`src/rtl/router_port_drain_if.sv`:
```
// Byte stream from the port drain to the local sink.
// A byte is transferred on every rising clk edge where m_valid and m_ready are both 1.
// m_data and m_last are held stable while m_valid=1 and m_ready=0.
interface router_port_drain_if #(
    parameter int DATA_WIDTH = 8
);
    logic [DATA_WIDTH-1:0] m_data;
    logic                  m_valid;
    logic                  m_last;
    logic                  m_ready;

    modport master (
        output m_data,
        output m_valid,
        output m_last,
        input  m_ready
    );

    modport slave (
        input  m_data,
        input  m_valid,
        input  m_last,
        output m_ready
    );
endinterface

```
`src/rtl/router_port_drain.sv`:
```
// Drains one router output FIFO into a valid/ready byte stream.
// Re-frames each packet and checks its parity and destination address.
module router_port_drain #(
    parameter int DATA_WIDTH = 8,
    parameter int PORT_ID    = 0,
    parameter int CNT_W      = 16
) (
    input  logic                  clk,
    input  logic                  resetn,
    input  logic                  vld_out,
    input  logic [DATA_WIDTH-1:0] data_out,
    output logic                  read_enb,
    router_port_drain_if.master   m_if,
    output logic                  pkt_done,
    output logic                  parity_err,
    output logic                  addr_err,
    output logic [CNT_W-1:0]      pkt_cnt,
    output logic [CNT_W-1:0]      err_cnt,
    output logic [1:0]            state_dbg
);

    typedef enum logic [1:0] {
        S_IDLE = 2'd0,
        S_PLD  = 2'd1,
        S_PAR  = 2'd2
    } state_e;

    localparam logic [1:0] MY_ADDR = 2'(PORT_ID);

    // Read side
    logic rd_fire;
    logic rd_fire_q, rd_fire_d;
    logic rx;

    // Skid buffer: entries hold {last, byte}
    logic [DATA_WIDTH:0] skid_q [2];
    logic [DATA_WIDTH:0] skid_d [2];
    logic                wr_ptr_q, wr_ptr_d;
    logic                rd_ptr_q, rd_ptr_d;
    logic [1:0]          occ_q, occ_d;
    logic                push, pop;
    logic                rx_last;

    // Packet FSM
    state_e               state_q, state_d;
    logic [5:0]           rem_q, rem_d;
    logic [1:0]           addr_q, addr_d;
    logic [DATA_WIDTH-1:0] par_q, par_d;

    // Status
    logic             pkt_done_q, pkt_done_d;
    logic             parity_err_q, parity_err_d;
    logic             addr_err_q, addr_err_d;
    logic [CNT_W-1:0] pkt_cnt_q, pkt_cnt_d;
    logic [CNT_W-1:0] err_cnt_q, err_cnt_d;

    // Occupancy plus in-flight read bounds the skid at 2 entries without
    // looking at m_ready, so read_enb never depends on the sink.
    always_comb begin
        read_enb = resetn & vld_out &
                   (({1'b0, occ_q} + {2'b00, rd_fire_q}) < 3'd2);
        rd_fire   = read_enb & vld_out;
        rd_fire_d = rd_fire;
        rx        = rd_fire_q;
    end

    always_comb begin
        rx_last = (state_q == S_PAR);
        push    = rx;
        pop     = (occ_q != 2'd0) & m_if.m_ready;

        skid_d[0] = skid_q[0];
        skid_d[1] = skid_q[1];
        if (push) begin
            skid_d[wr_ptr_q] = {rx_last, data_out};
        end

        wr_ptr_d = wr_ptr_q ^ push;
        rd_ptr_d = rd_ptr_q ^ pop;
        occ_d    = occ_q + 2'(push) - 2'(pop);
    end

    always_comb begin
        state_d      = state_q;
        rem_d        = rem_q;
        addr_d       = addr_q;
        par_d        = par_q;
        pkt_done_d   = 1'b0;
        parity_err_d = 1'b0;
        addr_err_d   = 1'b0;
        pkt_cnt_d    = pkt_cnt_q;
        err_cnt_d    = err_cnt_q;

        if (rx) begin
            case (state_q)
                S_IDLE: begin
                    rem_d   = data_out[7:2];
                    addr_d  = data_out[1:0];
                    par_d   = data_out;
                    state_d = (data_out[7:2] != 6'd0) ? S_PLD : S_PAR;
                end
                S_PLD: begin
                    par_d = par_q ^ data_out;
                    rem_d = rem_q - 6'd1;
                    if (rem_q == 6'd1) begin
                        state_d = S_PAR;
                    end
                end
                S_PAR: begin
                    pkt_done_d   = 1'b1;
                    parity_err_d = (par_q != data_out);
                    addr_err_d   = (addr_q != MY_ADDR);
                    state_d      = S_IDLE;
                    if (pkt_cnt_q != {CNT_W{1'b1}}) begin
                        pkt_cnt_d = pkt_cnt_q + CNT_W'(1);
                    end
                    if (((par_q != data_out) || (addr_q != MY_ADDR)) &&
                        (err_cnt_q != {CNT_W{1'b1}})) begin
                        err_cnt_d = err_cnt_q + CNT_W'(1);
                    end
                end
                default: begin
                    state_d = S_IDLE;
                end
            endcase
        end
    end

    always_ff @(posedge clk or negedge resetn) begin
        if (!resetn) begin
            rd_fire_q    <= 1'b0;
            skid_q[0]    <= '0;
            skid_q[1]    <= '0;
            wr_ptr_q     <= 1'b0;
            rd_ptr_q     <= 1'b0;
            occ_q        <= 2'd0;
            state_q      <= S_IDLE;
            rem_q        <= 6'd0;
            addr_q       <= 2'd0;
            par_q        <= '0;
            pkt_done_q   <= 1'b0;
            parity_err_q <= 1'b0;
            addr_err_q   <= 1'b0;
            pkt_cnt_q    <= '0;
            err_cnt_q    <= '0;
        end else begin
            rd_fire_q    <= rd_fire_d;
            skid_q[0]    <= skid_d[0];
            skid_q[1]    <= skid_d[1];
            wr_ptr_q     <= wr_ptr_d;
            rd_ptr_q     <= rd_ptr_d;
            occ_q        <= occ_d;
            state_q      <= state_d;
            rem_q        <= rem_d;
            addr_q       <= addr_d;
            par_q        <= par_d;
            pkt_done_q   <= pkt_done_d;
            parity_err_q <= parity_err_d;
            addr_err_q   <= addr_err_d;
            pkt_cnt_q    <= pkt_cnt_d;
            err_cnt_q    <= err_cnt_d;
        end
    end

    always_comb begin
        m_if.m_data  = skid_q[rd_ptr_q][DATA_WIDTH-1:0];
        m_if.m_last  = skid_q[rd_ptr_q][DATA_WIDTH] & (occ_q != 2'd0);
        m_if.m_valid = (occ_q != 2'd0);
        pkt_done     = pkt_done_q;
        parity_err   = parity_err_q;
        addr_err     = addr_err_q;
        pkt_cnt      = pkt_cnt_q;
        err_cnt      = err_cnt_q;
        state_dbg    = state_q;
    end

endmodule

```
`src/flat_wrapper.sv`:
```
// flat-port wrapper written by rule: the top's interface ports become plain ports
module router_port_drain_flat 
#(
    parameter int DATA_WIDTH = 8,
    parameter int PORT_ID    = 0,
    parameter int CNT_W      = 16
)
  (clk, resetn, vld_out, data_out, read_enb, pkt_done, parity_err, addr_err, pkt_cnt, err_cnt, state_dbg, m_if_m_data, m_if_m_valid, m_if_m_last, m_if_m_ready);
  router_port_drain_if #(.DATA_WIDTH(DATA_WIDTH)) m_if_i ();
  input  logic clk;
  input  logic resetn;
  input  logic vld_out;
  input  logic [DATA_WIDTH-1:0] data_out;
  output logic read_enb;
  output logic pkt_done;
  output logic parity_err;
  output logic addr_err;
  output logic [CNT_W-1:0] pkt_cnt;
  output logic [CNT_W-1:0] err_cnt;
  output logic [1:0] state_dbg;
  output wire logic [$bits(m_if_i.m_data)-1:0] m_if_m_data;
  output wire logic [$bits(m_if_i.m_valid)-1:0] m_if_m_valid;
  output wire logic [$bits(m_if_i.m_last)-1:0] m_if_m_last;
  input wire logic [$bits(m_if_i.m_ready)-1:0] m_if_m_ready;
  assign m_if_m_data = m_if_i.m_data;
  assign m_if_m_valid = m_if_i.m_valid;
  assign m_if_m_last = m_if_i.m_last;
  assign m_if_i.m_ready = m_if_m_ready;
  router_port_drain #(.DATA_WIDTH(DATA_WIDTH), .PORT_ID(PORT_ID), .CNT_W(CNT_W)) u_core (.clk(clk), .resetn(resetn), .vld_out(vld_out), .data_out(data_out), .read_enb(read_enb), .m_if(m_if_i), .pkt_done(pkt_done), .parity_err(parity_err), .addr_err(addr_err), .pkt_cnt(pkt_cnt), .err_cnt(err_cnt), .state_dbg(state_dbg));
endmodule
```
`config.mk`:
```
export PLATFORM = sky130hd
export DESIGN_NAME = router_port_drain_flat
export DESIGN_NICKNAME = d
export VERILOG_FILES = /design/src/rtl/router_port_drain_if.sv /design/src/rtl/router_port_drain.sv /design/src/flat_wrapper.sv
export SDC_FILE = /design/constraint.sdc
export NUM_CORES = 1
export LEC_CHECK = 0
export CAP_MARGIN = 25
export CORE_ASPECT_RATIO = 1.2
export CORE_UTILIZATION = 63
export CTS_BUF_LIST = sky130_fd_sc_hd__clkbuf_16
export CTS_CLUSTER_DIAMETER = 40
export DETAILED_ROUTE_END_ITERATION = 7
export DONT_BUFFER_PORTS = 1
export PLACE_DENSITY = 0.79
export SLEW_MARGIN = 40
export SYNTH_ARGS = -nofsm -noshare
export SYNTH_HDL_FRONTEND = slang
export SYNTH_SLANG_ARGS = --single-unit
```
`constraint.sdc`:
```
create_clock -name clk -period 2.4 [get_ports clk]
set_input_delay 0.48 -clock clk [delete_from_list [all_inputs] [get_ports clk]]
set_output_delay 0.48 -clock clk [all_outputs]
set_load 0.05 [all_outputs]
```
# After elaboration in Yosys (flattened, before gate mapping)
# Cells that the tools add are included.
op_classes:
  n_addsub: 6
  order_cmp: 4
  eq_ne: 7
  mux: 17
  bitwise: 10
  n_reduce_logical: 13
op_table:
  columns: ["op", "n"]
  rows:
  - ["9-bit 2-to-1 mux", 4]
  - ["16-bit by 1-bit adder with 16-bit output (second input constant)", 2]
  - ["16-bit != test (second input constant)", 2]
  - ["18-bit bitwise mux", 1]
  - ["8-bit case mux with 2 select lines", 1]
  - ["6-bit case mux with 2 select lines", 1]
  - ["9-bit demux with 1-bit select", 1]
  - ["8-bit != test", 1]
  - ["8-bit XOR", 1]
  - ["6-bit by 1-bit equality test with 1-bit output (second input constant)", 1]
  - ["1-bit 2-to-1 mux", 6]
  - ["2-bit AND reduction", 3]
  - ["3-bit AND reduction", 2]
  - ["2-bit nonzero test", 3]
  - ["6-bit nonzero test", 1]
  - ["6-bit by 1-bit subtractor with 6-bit output (second input constant)", 1]
  - ["1-bit bitwise AND", 5]
  - ["2-bit greater-or-equal comparator (second input constant)", 2]
  - ["2-bit 2-to-1 mux", 2]
  - ["1-bit NOT with 2-bit output", 2]
  - ["2-bit case mux with 2 select lines", 1]
  - ["2-bit by 1-bit adder with 3-bit output", 1]
  - ["3-bit by 2-bit less-than comparator with 1-bit output (second input constant)", 1]
  - ["2-bit by 1-bit adder with 2-bit output", 1]
  - ["other kinds (9)", 11]
word_totals:
  register_bits: 76
  inputBits: 12
  output_inout_bits: 48
  elab_cells: 72

# Longest topological paths before layout
logic_depth:
  depth_word: 6
  mapped_depth: 8

# Worst setup path after synthesis
# Ideal clock, no wire load.
synth_timing:
  path_kind: "in2out"
  start: "input resetn"
  end: "output read_enb"
  arrival_ps: 1730
  required_time_ps: 1920
  setup_slack_ps: 190
  stages: 2
  n_path_buf: 0
  path_cell_list: "nand2_1 a211oi_1"
synth_between:
  elab_chain_cells: 2
synth_rtl:
  columns: ["item", "line", "rtl"]
  rows:
  - ["from (decl)", "flat_wrapper.sv:11", "input logic resetn;"]
  - ["1-bit bitwise AND (2 in series)", "router_port_drain.sv:60", "read_enb = resetn & vld_out &"]
  - ["to (decl)", "flat_wrapper.sv:14", "output logic read_enb;"]
# No other way between the ends.

# Worst setup path after layout
layout_timing:
  start: "register u_core.err_cnt_q[0], in the netlist u_core.err_cnt[0]"
  end: "register u_core.err_cnt_q[1], in the netlist u_core.err_cnt[1]"
layout_between:
  elab_chain_cells: 3
layout_rtl:
  columns: ["item", "line", "rtl"]
  rows:
  - ["from (decl)", "router_port_drain.sv:55", "logic [CNT_W-1:0] err_cnt_q, err_cnt_d;"]
  - ["from (signal assigned)", "router_port_drain.sv:161", "err_cnt_q <= err_cnt_d;"]
  - ["branches (longest 3 deep; another with 16-bit by 1-bit adder with 16-bit output)", null, null]
# Several ways; the timed one is not identified.
# A chain may end at the register's enable or synchronous reset.

==> results.md <==
- The run finished with clean final reports.
- The final worst-path cycle share is 85.9%.
- For this run the aggregate overflow at the end of global routing stands at 0.
- After synthesis, the netlist uses 44 different library cells.
- In the routed layout, each cell is associated on average with a via count of 5.89.
- Summing the areas of all and, or, nand and nor instances in the mapped netlist gives 16.7% of the synthesized area.
- The critical path contains buffers and inverters numbering 0 combined.
- The clock period minus final worst setup slack is 2.06 ns.
- Counting cells, the worst reg-to-reg path comes to 6.
- The count of final setup violators is 0.
- In this run the post-CTS setup repair buffer count came out at 0.
- The width of the die is 71.8 um.
- In this run the power density over the cells is 1090 mW/mm^2.
- The largest individual stage delay along the critical path comes from the cell sky130_fd_sc_hd__nor3_1.
- The detailed-router iteration count before antenna repair is 5.
- The post-synthesis sequential element count is 76.
- The share of layout cells above drive strength 1 is 25.3%.
- The fmax is 485 MHz.
- The post-detailed-route wirelength per cell is 17.1 um.
- The fraction of the yosys area taken by sequential cells is 51.7%.
- The kind of cell adding the most delay to the critical path is simple AND/OR/NAND/NOR gates.
- The standard cell core area is 0.00563 sq mm.
- Data on the critical path arrives at its endpoint at 2.27 ns.
- Across every metal layer, demand over resource in global routing totals 27.2%.
- The final estimated routing congestion in global placement is 0.798.
- Averaged over all synthesized cells, the footprint is 11.1 sq um.
- Multiplexer cells account for 9.83% of the synthesized area.
- The path type of the worst min-delay path is in2async.
- From synthesis to final layout, the design area changed by 17.4%.
- The number of global-route vias before repair is 2738.
- The post-detailed-routing wire length is 7590 um.
- The post-synth design cell area is 0.00368 sq mm.
- The number of synthesis warnings is 0.
- The sink count of the clock tree is 76.
- The DRC violations left is 0.
- Setup repair after global routing left no endpoint under its margin.
- The synthesized netlist devotes 6.53% of its cell area to compound gates.
- Leaving out fill and tap cells, the most frequent cells in the layout are sky130_fd_sc_hd__dfrtp_1 (76), sky130_fd_sc_hd__buf_4 (39), sky130_fd_sc_hd__mux2_2 (28), sky130_fd_sc_hd__xnor2_1 (28), sky130_fd_sc_hd__nand2_1 (24).
- The root buffer selected by CTS is sky130_fd_sc_hd__clkbuf_16.
- The number of rows in the core area is 30.
- The synthesized netlist devotes 2.72% of its cell area to adder and majority cells.
- The worst setup path is captured at a flop.
- The clock reaches the later pin of the worst-skew pair after 0.33 ns.
- Summing the areas of all xor and xnor instances in the mapped netlist gives 9.76% of the synthesized area.
- The die area is 0.00615 sq mm.
- The highest ir drop seen on vdd is 1260 uV.
- The worst clock skew on the final layout is 0.00567 ns.
- The diode insertion count for antenna repair is 0.
- The floorplan die height is 85.7 um.
- The leading cell type in the layout, fill and taps excluded is sky130_fd_sc_hd__dfrtp_1.
- The largest family of logic cells by synthesized area is simple AND/OR/NAND/NOR gates.
- The maximum single-stage delay on the critical path is 0.47 ns.
- The maximum number of pins on one net before global-route repair is 77.
- Measured against its own limit, the worst slew margin works out to 59.0%.
- The final design utilization is 76.7%.
- In this run the tool buffered the top-level ports with 0 buffer cells.
- The number of nets in the synthesized netlist is 353.
- The setup slack of the most critical reg-to-reg path is 0.34 ns.
- The total negative slack for setup checks is 0 ns.
- The number of antenna violations at the first check in global routing was 0.
- The endpoint of the worst setup timing path is u_core.err_cnt[1].
- In this run, the number of DRC markers left after iteration 0 of detailed routing was 186.
- In this run the critical register-to-register path is launched from u_core.err_cnt[0].
- The total via count in the routed design is 2617.
- Of all nets on the critical path, the largest fanout is 7.
- For the worst setup path, the data required time is 2.61 ns.
- The post-detailed-route count of antenna-violating nets is 0.
- The first global-routing pass estimated 12700 um of wire.
- For this configuration, the core starts out at a cell density of 65.4%.
- The launching instance or port of the critical path is u_core.err_cnt[0].
- The total number of H-tree levels is 3.
- In the final design database the tool counted 395 nets.
- The final-report max-slew violation count is 0.
- The clock tree from TritonCTS is done.
- Max-cap violations in this run came to 0.
- At the pin with the least slew margin, the transition time is 0.609 ns.
- Pin placement for this block handled 60 I/O pins.
- The half-perimeter wire length of the detailed placement result is 5010 um.
- The critical path crosses 6 cells after its start point.
- The register clock-pin slew on the reported worst setup and hold paths is 0.06 ns.
- The post-synthesis instance total is 333.
- The critical path in this run is classified as reg2reg.
- The critical register-to-register path endpoint is u_core.err_cnt[1].
- The worst-case clock buffer depth is 2.
- The number of hold-slack violations in the final timing report is 0.
- In this run, CTS created clock tree buffers numbering 9.
- The total leakage power is 1.98 nW.
- STA classifies the critical path startpoint as a flop.
- Walking the worst path, the cells encountered are ha_1, nand2_1, nor3_1, nand2b_1, nand3_2, mux2_1.
-- timing repair --
action	in CTS	in global routing
setup endpoints to repair	0	0
hold buffers	1	0
gates resized for setup	0	0
hold endpoints to repair	76	0
-- logic make-up (layout without fill, tap and decap cells) --
family / after synthesis / after routing
xor+xnor: 41 / 41
buf+inv: 22 / 69
simple gates: 114 / 114
fa+ha+maj: 8 / 8
flops: 76 / 76
mux: 32 / 32
compound gates: 40 / 40
-- flip-flops by register name, indices dropped and copies added, names as in the netlist, 2 cells and up --
register,flops
u_core.addr_q,2
u_core.state_dbg,2
u_core.rem_q,6
u_core.pkt_cnt,16
u_core.par_q,8
u_core.occ_q,2
u_core.err_cnt,16
u_core.skid_q,18
-- area by class of cell --
type,instances,area [sq um]
flip-flops and latches,76,1900
repair buffers,40,320
clock inverters,7,58.8
multi-input cells,235,1680
inverters,13,51.3
fillers,365,1310
clock buffers,9,225
well taps,64,80.1
-- cells in the mapped netlist (all sizes together) --
master | n | area share (%)
a31oi | 1 | 0.17
o21ai | 6 | 0.82
inv | 13 | 1.4
mux2 | 30 | 9.3
o2111ai | 1 | 0.24
and2 | 1 | 0.17
dfrtp | 76 | 52
clkbuf | 6 | 0.61
nor3b | 3 | 0.75
nor4b | 1 | 0.41
nand2 | 26 | 2.8
o22ai | 12 | 2.0
o31a | 1 | 0.24
and4 | 1 | 0.24
and2b | 1 | 0.20
or4 | 1 | 0.20
nand2b | 3 | 0.51
o211ai | 2 | 0.41
a21oi | 13 | 1.8
a211o | 1 | 0.24
nand3 | 18 | 2.7
nor2 | 20 | 2.0
nand4 | 15 | 2.6
or2 | 3 | 0.51
ha | 8 | 2.7
and3 | 8 | 1.4
mux2i | 2 | 0.54
o31ai | 1 | 0.20
or3 | 1 | 0.31
buf | 3 | 0.75
xor2 | 13 | 3.1
xnor2 | 28 | 6.7
nor3 | 8 | 1.1
a211oi | 2 | 0.41
nor4 | 4 | 0.85
-- worst min path at each step --
stage | slack [ns] | to | cells past startpoint
3_3_place_gp | 0.19 | u_core.rem_q[1] | 0
2_1_floorplan | 0.18 | u_core.addr_err | 0
3_5_place_dp | 0.19 | u_core.rem_q[0] | 0
4_1_cts | 0.05 | u_core.addr_err | 1
6_report | 0.05 | u_core.err_cnt[13] | 1
5_1_grt | 0.06 | u_core.addr_err | 1
-- per-stage QoR --
step                hold slack [ns]  cells  power [mW]  instance area, sq um  setup slack (ns)
floorplan                     0.184    333        3.12                  3680             0.190
detailed placement            0.187    427        3.41                  4010             0.510
finish                       0.0515    444        4.72                  4320             0.338
CTS                          0.0518    444        4.75                  4320             0.337
global route                 0.0636    444        4.96                  4320             0.176
global placement              0.187    427        3.34                  4010             0.522
-- report_power, final --
part | internal, mW | switching (mW) | leakage [nW]
logic | 0.566 | 1.01 | 0.843
registers | 1.59 | 0.262 | 0.999
clock network | 0.789 | 0.499 | 0.141
-- per-layer routing --
metal / global-route usage (%) / vias up / wire length (um)
met5: 0 / - / 0
met4: 11.8 / 0 / 104
met3: 7.64 / 10 / 393
met2: 45.5 / 78 / 3890
met1: 32.8 / 1267 / 3200
li1: - / 1262 / -
Note: power is estimated with default switching activity, not from simulation.
